### config.mk
export PLATFORM = sky130hd
export DESIGN_NAME = prt_dprx_lnk_seq
export DESIGN_NICKNAME = d
export VERILOG_FILES = /design/src/rtl/prt_dprx_lnk_seq.sv
export SDC_FILE = /design/constraint.sdc
export NUM_CORES = 1
export LEC_CHECK = 0
export CORE_MARGIN = 4
export CORE_UTILIZATION = 50
export CTS_CLUSTER_DIAMETER = 30
export CTS_CLUSTER_SIZE = 20
export DETAILED_ROUTE_END_ITERATION = 16
export HOLD_SLACK_MARGIN = 0.02
export PLACE_DENSITY = 0.76
export SYNTH_ARGS = -nofsm -noshare
export SYNTH_HDL_FRONTEND = slang
export SYNTH_SLANG_ARGS = --single-unit
### constraint.sdc
create_clock -name CLK_IN -period 2.11 [get_ports CLK_IN]
set_input_delay 0.5275 -clock CLK_IN [delete_from_list [all_inputs] [get_ports CLK_IN]]
set_output_delay 0.5275 -clock CLK_IN [all_outputs]
set_load 0.02 [all_outputs]
### src/rtl/prt_dprx_lnk_seq.sv
// ---------------------------------------------------------------------------
// prt_dprx_lnk_seq
//
// Link bring-up sequencer for the DP RX link path (link clock domain).
// Waits for CDR lock to be stable. It then enables the per-lane parsers on
// the active lanes and supervises scrambler lock. Timeout, lock loss and
// CDR loss all lead to a timed back-off and retry. Status and an interrupt
// are raised toward the system side.
//
// All interfaces are level signals; there is no valid/ready handshake.
// Inputs are sampled on every CLK_IN rising edge. Outputs are registered.
//
// Ports:
//   CLK_IN            link clock
//   RST_IN            asynchronous active-low reset
//   CTL_LNK_EN_IN     link enable from the control block
//   CTL_LANES_IN      active lanes (1 = 1 lane, 2 = 2 lanes, 3 = 4 lanes, 0 = none)
//   CDR_LOCK_IN       CDR lock from the PHY/training interface
//   SCRM_LOCK_IN      per-lane scrambler lock
//   PARS_LOCK_OUT     per-lane parser lock/enable
//   LNK_LOCK_OUT      all active lanes scrambler-locked
//   STA_STATE_OUT     current sequencer state (also the debug view of the FSM)
//   STA_FAIL_CNT_OUT  saturating timeout/loss event counter
//   IRQ_OUT           one-cycle pulse on the first back-off cycle
// ---------------------------------------------------------------------------
module prt_dprx_lnk_seq #(
    parameter int P_LANES       = 4,
    parameter int P_CDR_STABLE  = 256,
    parameter int P_SCRM_TMO    = 65536,
    parameter int P_LOSS_CYCLES = 16,
    parameter int P_BACKOFF     = 1024
) (
    input  logic               CLK_IN,
    input  logic               RST_IN,
    input  logic               CTL_LNK_EN_IN,
    input  logic [1:0]         CTL_LANES_IN,
    input  logic               CDR_LOCK_IN,
    input  logic [P_LANES-1:0] SCRM_LOCK_IN,
    output logic [P_LANES-1:0] PARS_LOCK_OUT,
    output logic               LNK_LOCK_OUT,
    output logic [2:0]         STA_STATE_OUT,
    output logic [7:0]         STA_FAIL_CNT_OUT,
    output logic               IRQ_OUT
);

    localparam int CDR_W  = (P_CDR_STABLE  > 1) ? $clog2(P_CDR_STABLE)  : 1;
    localparam int TMO_W  = (P_SCRM_TMO    > 1) ? $clog2(P_SCRM_TMO)    : 1;
    localparam int LOSS_W = (P_LOSS_CYCLES > 1) ? $clog2(P_LOSS_CYCLES) : 1;
    localparam int BO_W   = (P_BACKOFF     > 1) ? $clog2(P_BACKOFF)     : 1;

    // Terminal counts: the transition fires when the counter holds N-1 and
    // the qualifying condition is true, so each state lasts exactly N cycles.
    localparam logic [CDR_W-1:0]  CDR_LAST  = CDR_W'(P_CDR_STABLE - 1);
    localparam logic [TMO_W-1:0]  TMO_LAST  = TMO_W'(P_SCRM_TMO - 1);
    localparam logic [LOSS_W-1:0] LOSS_LAST = LOSS_W'(P_LOSS_CYCLES - 1);
    localparam logic [BO_W-1:0]   BO_LAST   = BO_W'(P_BACKOFF - 1);

    typedef enum logic [2:0] {
        ST_IDLE      = 3'd0,
        ST_WAIT_CDR  = 3'd1,
        ST_EN_PARS   = 3'd2,
        ST_WAIT_SCRM = 3'd3,
        ST_LOCKED    = 3'd4,
        ST_BACKOFF   = 3'd5
    } state_t;

    state_t              state_q,    state_d;
    logic [CDR_W-1:0]    cdr_cnt_q,  cdr_cnt_d;
    logic [TMO_W-1:0]    tmo_cnt_q,  tmo_cnt_d;
    logic [LOSS_W-1:0]   loss_cnt_q, loss_cnt_d;
    logic [BO_W-1:0]     bo_cnt_q,   bo_cnt_d;
    logic [1:0]          lanes_q,    lanes_d;
    logic [P_LANES-1:0]  mask_q,     mask_d;
    logic [P_LANES-1:0]  pars_q,     pars_d;
    logic                lnk_q,      lnk_d;
    logic                irq_q,      irq_d;
    logic [7:0]          fail_q,     fail_d;
    logic                en_q;
    logic                all_locked;
    logic                fail_evt;

    // Full 4-lane decode, truncated to the physical lane count.
    function automatic logic [P_LANES-1:0] lanes_to_mask(input logic [1:0] lanes);
        logic [3:0] full;
        case (lanes)
            2'd1:    full = 4'b0001;
            2'd2:    full = 4'b0011;
            2'd3:    full = 4'b1111;
            default: full = 4'b0000;
        endcase
        return full[P_LANES-1:0];
    endfunction

    // Unmasked lanes are don't-care for the aggregate lock.
    assign all_locked = ((SCRM_LOCK_IN & mask_q) == mask_q);

    always_comb begin
        state_d    = state_q;
        cdr_cnt_d  = '0;
        tmo_cnt_d  = '0;
        loss_cnt_d = '0;
        bo_cnt_d   = '0;
        lanes_d    = lanes_q;
        mask_d     = mask_q;
        pars_d     = pars_q;
        lnk_d      = lnk_q;
        irq_d      = 1'b0;
        fail_d     = fail_q;
        fail_evt   = 1'b0;

        if (!CTL_LNK_EN_IN) begin
            state_d = ST_IDLE;
            pars_d  = '0;
            lnk_d   = 1'b0;
        end else if ((state_q != ST_IDLE) && (CTL_LANES_IN != lanes_q)) begin
            // Lane reconfiguration on the fly: restart cleanly, not a failure.
            state_d = ST_IDLE;
            pars_d  = '0;
            lnk_d   = 1'b0;
        end else begin
            case (state_q)
                ST_IDLE: begin
                    pars_d = '0;
                    lnk_d  = 1'b0;
                    if (CTL_LANES_IN != 2'd0) begin
                        state_d = ST_WAIT_CDR;
                        lanes_d = CTL_LANES_IN;
                        mask_d  = lanes_to_mask(CTL_LANES_IN);
                    end
                end
                ST_WAIT_CDR: begin
                    pars_d = '0;
                    lnk_d  = 1'b0;
                    if (CDR_LOCK_IN) begin
                        if (cdr_cnt_q == CDR_LAST) begin
                            state_d = ST_EN_PARS;
                        end else begin
                            cdr_cnt_d = cdr_cnt_q + CDR_W'(1);
                        end
                    end
                end
                ST_EN_PARS: begin
                    pars_d  = mask_q;
                    state_d = ST_WAIT_SCRM;
                end
                ST_WAIT_SCRM: begin
                    // Lock is tested before the timeout so a tie resolves to lock.
                    if (!CDR_LOCK_IN) begin
                        fail_evt = 1'b1;
                    end else if (all_locked) begin
                        state_d = ST_LOCKED;
                        lnk_d   = 1'b1;
                    end else if (tmo_cnt_q == TMO_LAST) begin
                        fail_evt = 1'b1;
                    end else begin
                        tmo_cnt_d = tmo_cnt_q + TMO_W'(1);
                    end
                end
                ST_LOCKED: begin
                    if (!CDR_LOCK_IN) begin
                        fail_evt = 1'b1;
                    end else if (!all_locked) begin
                        if (loss_cnt_q == LOSS_LAST) begin
                            fail_evt = 1'b1;
                        end else begin
                            loss_cnt_d = loss_cnt_q + LOSS_W'(1);
                        end
                    end
                end
                ST_BACKOFF: begin
                    pars_d = '0;
                    lnk_d  = 1'b0;
                    if (bo_cnt_q == BO_LAST) begin
                        state_d = ST_WAIT_CDR;
                    end else begin
                        bo_cnt_d = bo_cnt_q + BO_W'(1);
                    end
                end
                default: begin
                    state_d = ST_IDLE;
                    pars_d  = '0;
                    lnk_d   = 1'b0;
                end
            endcase

            if (fail_evt) begin
                state_d = ST_BACKOFF;
                pars_d  = '0;
                lnk_d   = 1'b0;
                irq_d   = 1'b1;
                fail_d  = (fail_q != 8'hFF) ? (fail_q + 8'd1) : fail_q;
            end
        end

        // A fresh link enable starts a new failure history. The FSM is in
        // IDLE on that cycle, so this never collides with an increment.
        if (CTL_LNK_EN_IN && !en_q) begin
            fail_d = 8'd0;
        end
    end

    always_ff @(posedge CLK_IN or negedge RST_IN) begin
        if (!RST_IN) begin
            state_q    <= ST_IDLE;
            cdr_cnt_q  <= '0;
            tmo_cnt_q  <= '0;
            loss_cnt_q <= '0;
            bo_cnt_q   <= '0;
            lanes_q    <= 2'd0;
            mask_q     <= '0;
            pars_q     <= '0;
            lnk_q      <= 1'b0;
            irq_q      <= 1'b0;
            fail_q     <= 8'd0;
            en_q       <= 1'b0;
        end else begin
            state_q    <= state_d;
            cdr_cnt_q  <= cdr_cnt_d;
            tmo_cnt_q  <= tmo_cnt_d;
            loss_cnt_q <= loss_cnt_d;
            bo_cnt_q   <= bo_cnt_d;
            lanes_q    <= lanes_d;
            mask_q     <= mask_d;
            pars_q     <= pars_d;
            lnk_q      <= lnk_d;
            irq_q      <= irq_d;
            fail_q     <= fail_d;
            en_q       <= CTL_LNK_EN_IN;
        end
    end

    assign PARS_LOCK_OUT    = pars_q;
    assign LNK_LOCK_OUT     = lnk_q;
    assign STA_STATE_OUT    = state_q;
    assign STA_FAIL_CNT_OUT = fail_q;
    assign IRQ_OUT          = irq_q;

endmodule

==> impl_metrics.csv <==
group,metric,value,unit
run_status,status,"completed",
timing,fin_ws,47.9,ps
clock_network,cts_root_buffer,"clkbuf_8",
drt,wire_per_inst,14.5,µm
synth,synth_top_area_cell,"dfrtp_1",
final_layout,layout-drive-gt1-share,13.9,%
synth,synth_flop_cell,"dfrtp_1",
timing,clock_skew,11.5,ps
final_layout,multiInputGateArea,1470,µm²
floorplan,die_h,86.1,µm
synth,synth-simple-area-share,25.7,%
global_routing,grt_max_degree,61,
synth,synth_top_cell_area_share,49.2,%
clock_network,tritoncts,"built",
worst_setup_path,critPathLaunchType,"register",
place,placedCellCount,427,
clock_network,clock_path_buffers,2,
global_routing,grtUsageTotal,19.0,%
synth,syn_avg_cell_area,9.78,µm²
timing,final_max_slew_viol_count,0,
final_layout,antenna_cells,0,
global_routing,antenna_found_initial,0,
timing,grt_setup_unrepaired,"yes",
timing,post-route-min-period,2060,ps
clock_network,h-tree-depth,3,
global_routing,grt_pass1_wl,11.0,mm
final_layout,fillCellCount,489,
synth,ys_seq_area_share,49.2,%
timing,tightest_slew,429,ps
drt,vias,2446,
worst_setup_path,cp-startpoint,"STA_STATE_OUT[2]",
worst_setup_path,path_max_fanout,8,
drt,via_per_inst,5.52,
final_layout,fin_nets,379,
final_layout,regArea,1500,µm²
synth,synth-compound-area-share,9.93,%
worst_setup_path,crit_path_end_kind,"register",
worst_setup_path,arrival,2310,ps
synth,synth_top_family_by_area,"simple AND/OR/NAND/NOR gates",
global_routing,gr-total-overflow,0,
place,place.port_buffers,26,
synth,syn_inst,312,
worst_setup_path,r2r_end,"STA_STATE_OUT[0]",
timing,period_share,97.7,%
clock_network,worstSkewPairLatency,350,ps
timing,hold_viol,0,
final_layout,fin_cells,443,
timing,relSlewSlack,71.1,%
worst_setup_path,r2r_slack,50,ps
place,place.gp.congestion,0.841,
drt,drc,0,
worst_setup_path,r2r_start,"STA_STATE_OUT[2]",
drt,ant_nets,0,
worst_setup_path,rr_worst_depth,6,
synth,synth_fa_ha_area_share,2.05,%
synth,synthXorXnorAreaFrac,8.33,%
power,leakagePower,1.66,nW
floorplan,die_w,86.1,µm
synth,syn_nets,327,
place,hpwl,4.49,mm
synth,synth_cell_types,52,
synth,muxShareOfSynthArea,1.64,%
timing,setup-tns-final,0,ps
power,peakVddDrop,0.000561,V
synth,syn-cell-area,3050,µm²
synth,synth_warnings,0,
hold_path,hold_path_class,"in -> async",
global_routing,grt_pass1_vias,2452,
power,p_per_area,777,nW/µm²
clock_network,ctsHoldBuffers,0,
floorplan,design.core.area,5920,µm²
floorplan,fp-row-count,28,
synth,ys_seq_elements,60,
synth,synth_edf_count,0,
synth,synthArstFlopShare,100,%
final_layout,syn2layout_area_growth,23.3,%
place,pre_cts_slack,-254,ps
floorplan,design.die.area,7410,µm²
run,drv_cap,0,
timing,clock.fmax,0.485,GHz
final_layout,fin_util,63.5,%
worst_setup_path,crit_type,"reg -> reg",
drt,routed_wl,6.43,mm
floorplan,initial_core_util,51.5,%
clock_network,cts.sinks,60,
power,p_total,2.92,mW
clock_network,path_clk_slew,70,ps
drt,drt_iter0_markers,122,
floorplan,io_pins,27,
timing,setup_viol,0,
drt,first_pass_iters,4,
worst_setup_path,crit_required,2360,ps
synth,synthTopCellsByArea,"dfrtp_1 (49%), nor2_1 (5.9%), xnor2_1 (4.6%)",
clock_network,numCtsBuffers,9,
==> logic make-up (layout without fill, tap and decap cells) <==
kind of cell,after synthesis,in the layout
AO/OA/AOI/OAI,43,43
flip-flops,60,60
multiplexers,5,5
AND/OR/NAND/NOR,150,150
buffers and inverters,20,76
XOR/XNOR,29,29
adder cells (fa/ha/maj),5,5
==> flip-flops by register name (all words and copies together), names as in the netlist, 3 cells and up <==
signal and count:
tmo_cnt_q 16, bo_cnt_q 10, STA_FAIL_CNT_OUT 8, cdr_cnt_q 8
loss_cnt_q 4, PARS_LOCK_OUT 3, STA_STATE_OUT 3, mask_q 3
==> worst max-delay path, stage by stage (launching register included) <==
cell,delay (ps)
dfrtp_1,450
or3b_4,440
a311oi_2,330
a211o_1,330
buf_4,200
a21oi_1,40
o211ai_1,180
==> metrics by stage <==
stage                     hold WS, ps  instance area [µm²]
final                             167                 3760
after detailed placement          459                 3530
after CTS                         181                 3740
after global routing              202                 3760
after global placement            443                 3530
after floorplan                   232                 3050
==> worst max-delay path by stage <==
stage	end
5_1_grt	STA_STATE_OUT[0]
2_1_floorplan	STA_FAIL_CNT_OUT[7]
3_5_place_dp	STA_FAIL_CNT_OUT[5]
3_3_place_gp	STA_FAIL_CNT_OUT[5]
4_1_cts	STA_STATE_OUT[0]
6_report	STA_STATE_OUT[0]
==> per-layer routing <==
metal / GRT usage, % / routed length [µm] / vias up / share of wire [%]
met4: 8.63 / 91 / 0 / 1.4
met3: 5.57 / 245 / 10 / 3.8
met2: 29.6 / 3060 / 50 / 48
met5: 0 / 0 / - / 0
met1: 24.2 / 3030 / 1195 / 47
li1: - / - / 1191 / -
==> layout make-up <==
| type | count | area share, % |
|---|---|---|
| multi-input cells | 232 | 39.0 |
| repair buffers | 51 | 12.2 |
| inverters | 10 | 0.998 |
| flip-flops and latches | 60 | 39.9 |
| clock inverters | 1 | 0.798 |
| clock buffers | 14 | 4.59 |
| well taps | 75 | 2.49 |
==> cell usage after synthesis (3+ instances only) <==
master,count
a31oi_1,4
or3_1,6
nand2_1,23
nand2b_1,8
dfrtp_1,60
o21ai_0,8
nand3_1,23
nor3_1,4
ha_1,5
and3_1,11
xor2_1,13
nand4_1,7
a21oi_1,12
xnor2_1,16
mux2i_1,5
and4_1,3
inv_1,10
nor2_1,48
buf_2,4
==> cells in the final DEF, fill, tap and decap left out, drive strengths merged, types with 5 or more instances in the layout <==
cell / netlist / layout
dfrtp: 60 / 60
nand2b: 8 / 8
or3: 6 / 6
and3: 11 / 11
o21ai: 8 / 8
nand3: 23 / 23
clkdlybuf4s50: 0 / 24
inv: 10 / 10
buf: 8 / 26
nor2: 49 / 49
a21oi: 12 / 12
nand4: 7 / 7
mux2i: 5 / 5
xnor2: 16 / 16
xor2: 13 / 13
nand2: 23 / 23
ha: 5 / 5
a31oi: 5 / 5
clkbuf: 2 / 14
==> repair_timing <==
action,CTS,global route
resized for setup,0,3
setup buffers,0,1
setup endpoints to repair,0,5
==> report_power, final <==
| group | switching [mW] | internal [mW] |
|---|---|---|
| Clock | 0.427 | 0.637 |
| Sequential | 0.0482 | 1.21 |
| Combinational | 0.325 | 0.279 |
| Total | 0.800 | 2.12 |
Note: power is estimated with default switching activity, not from simulation.
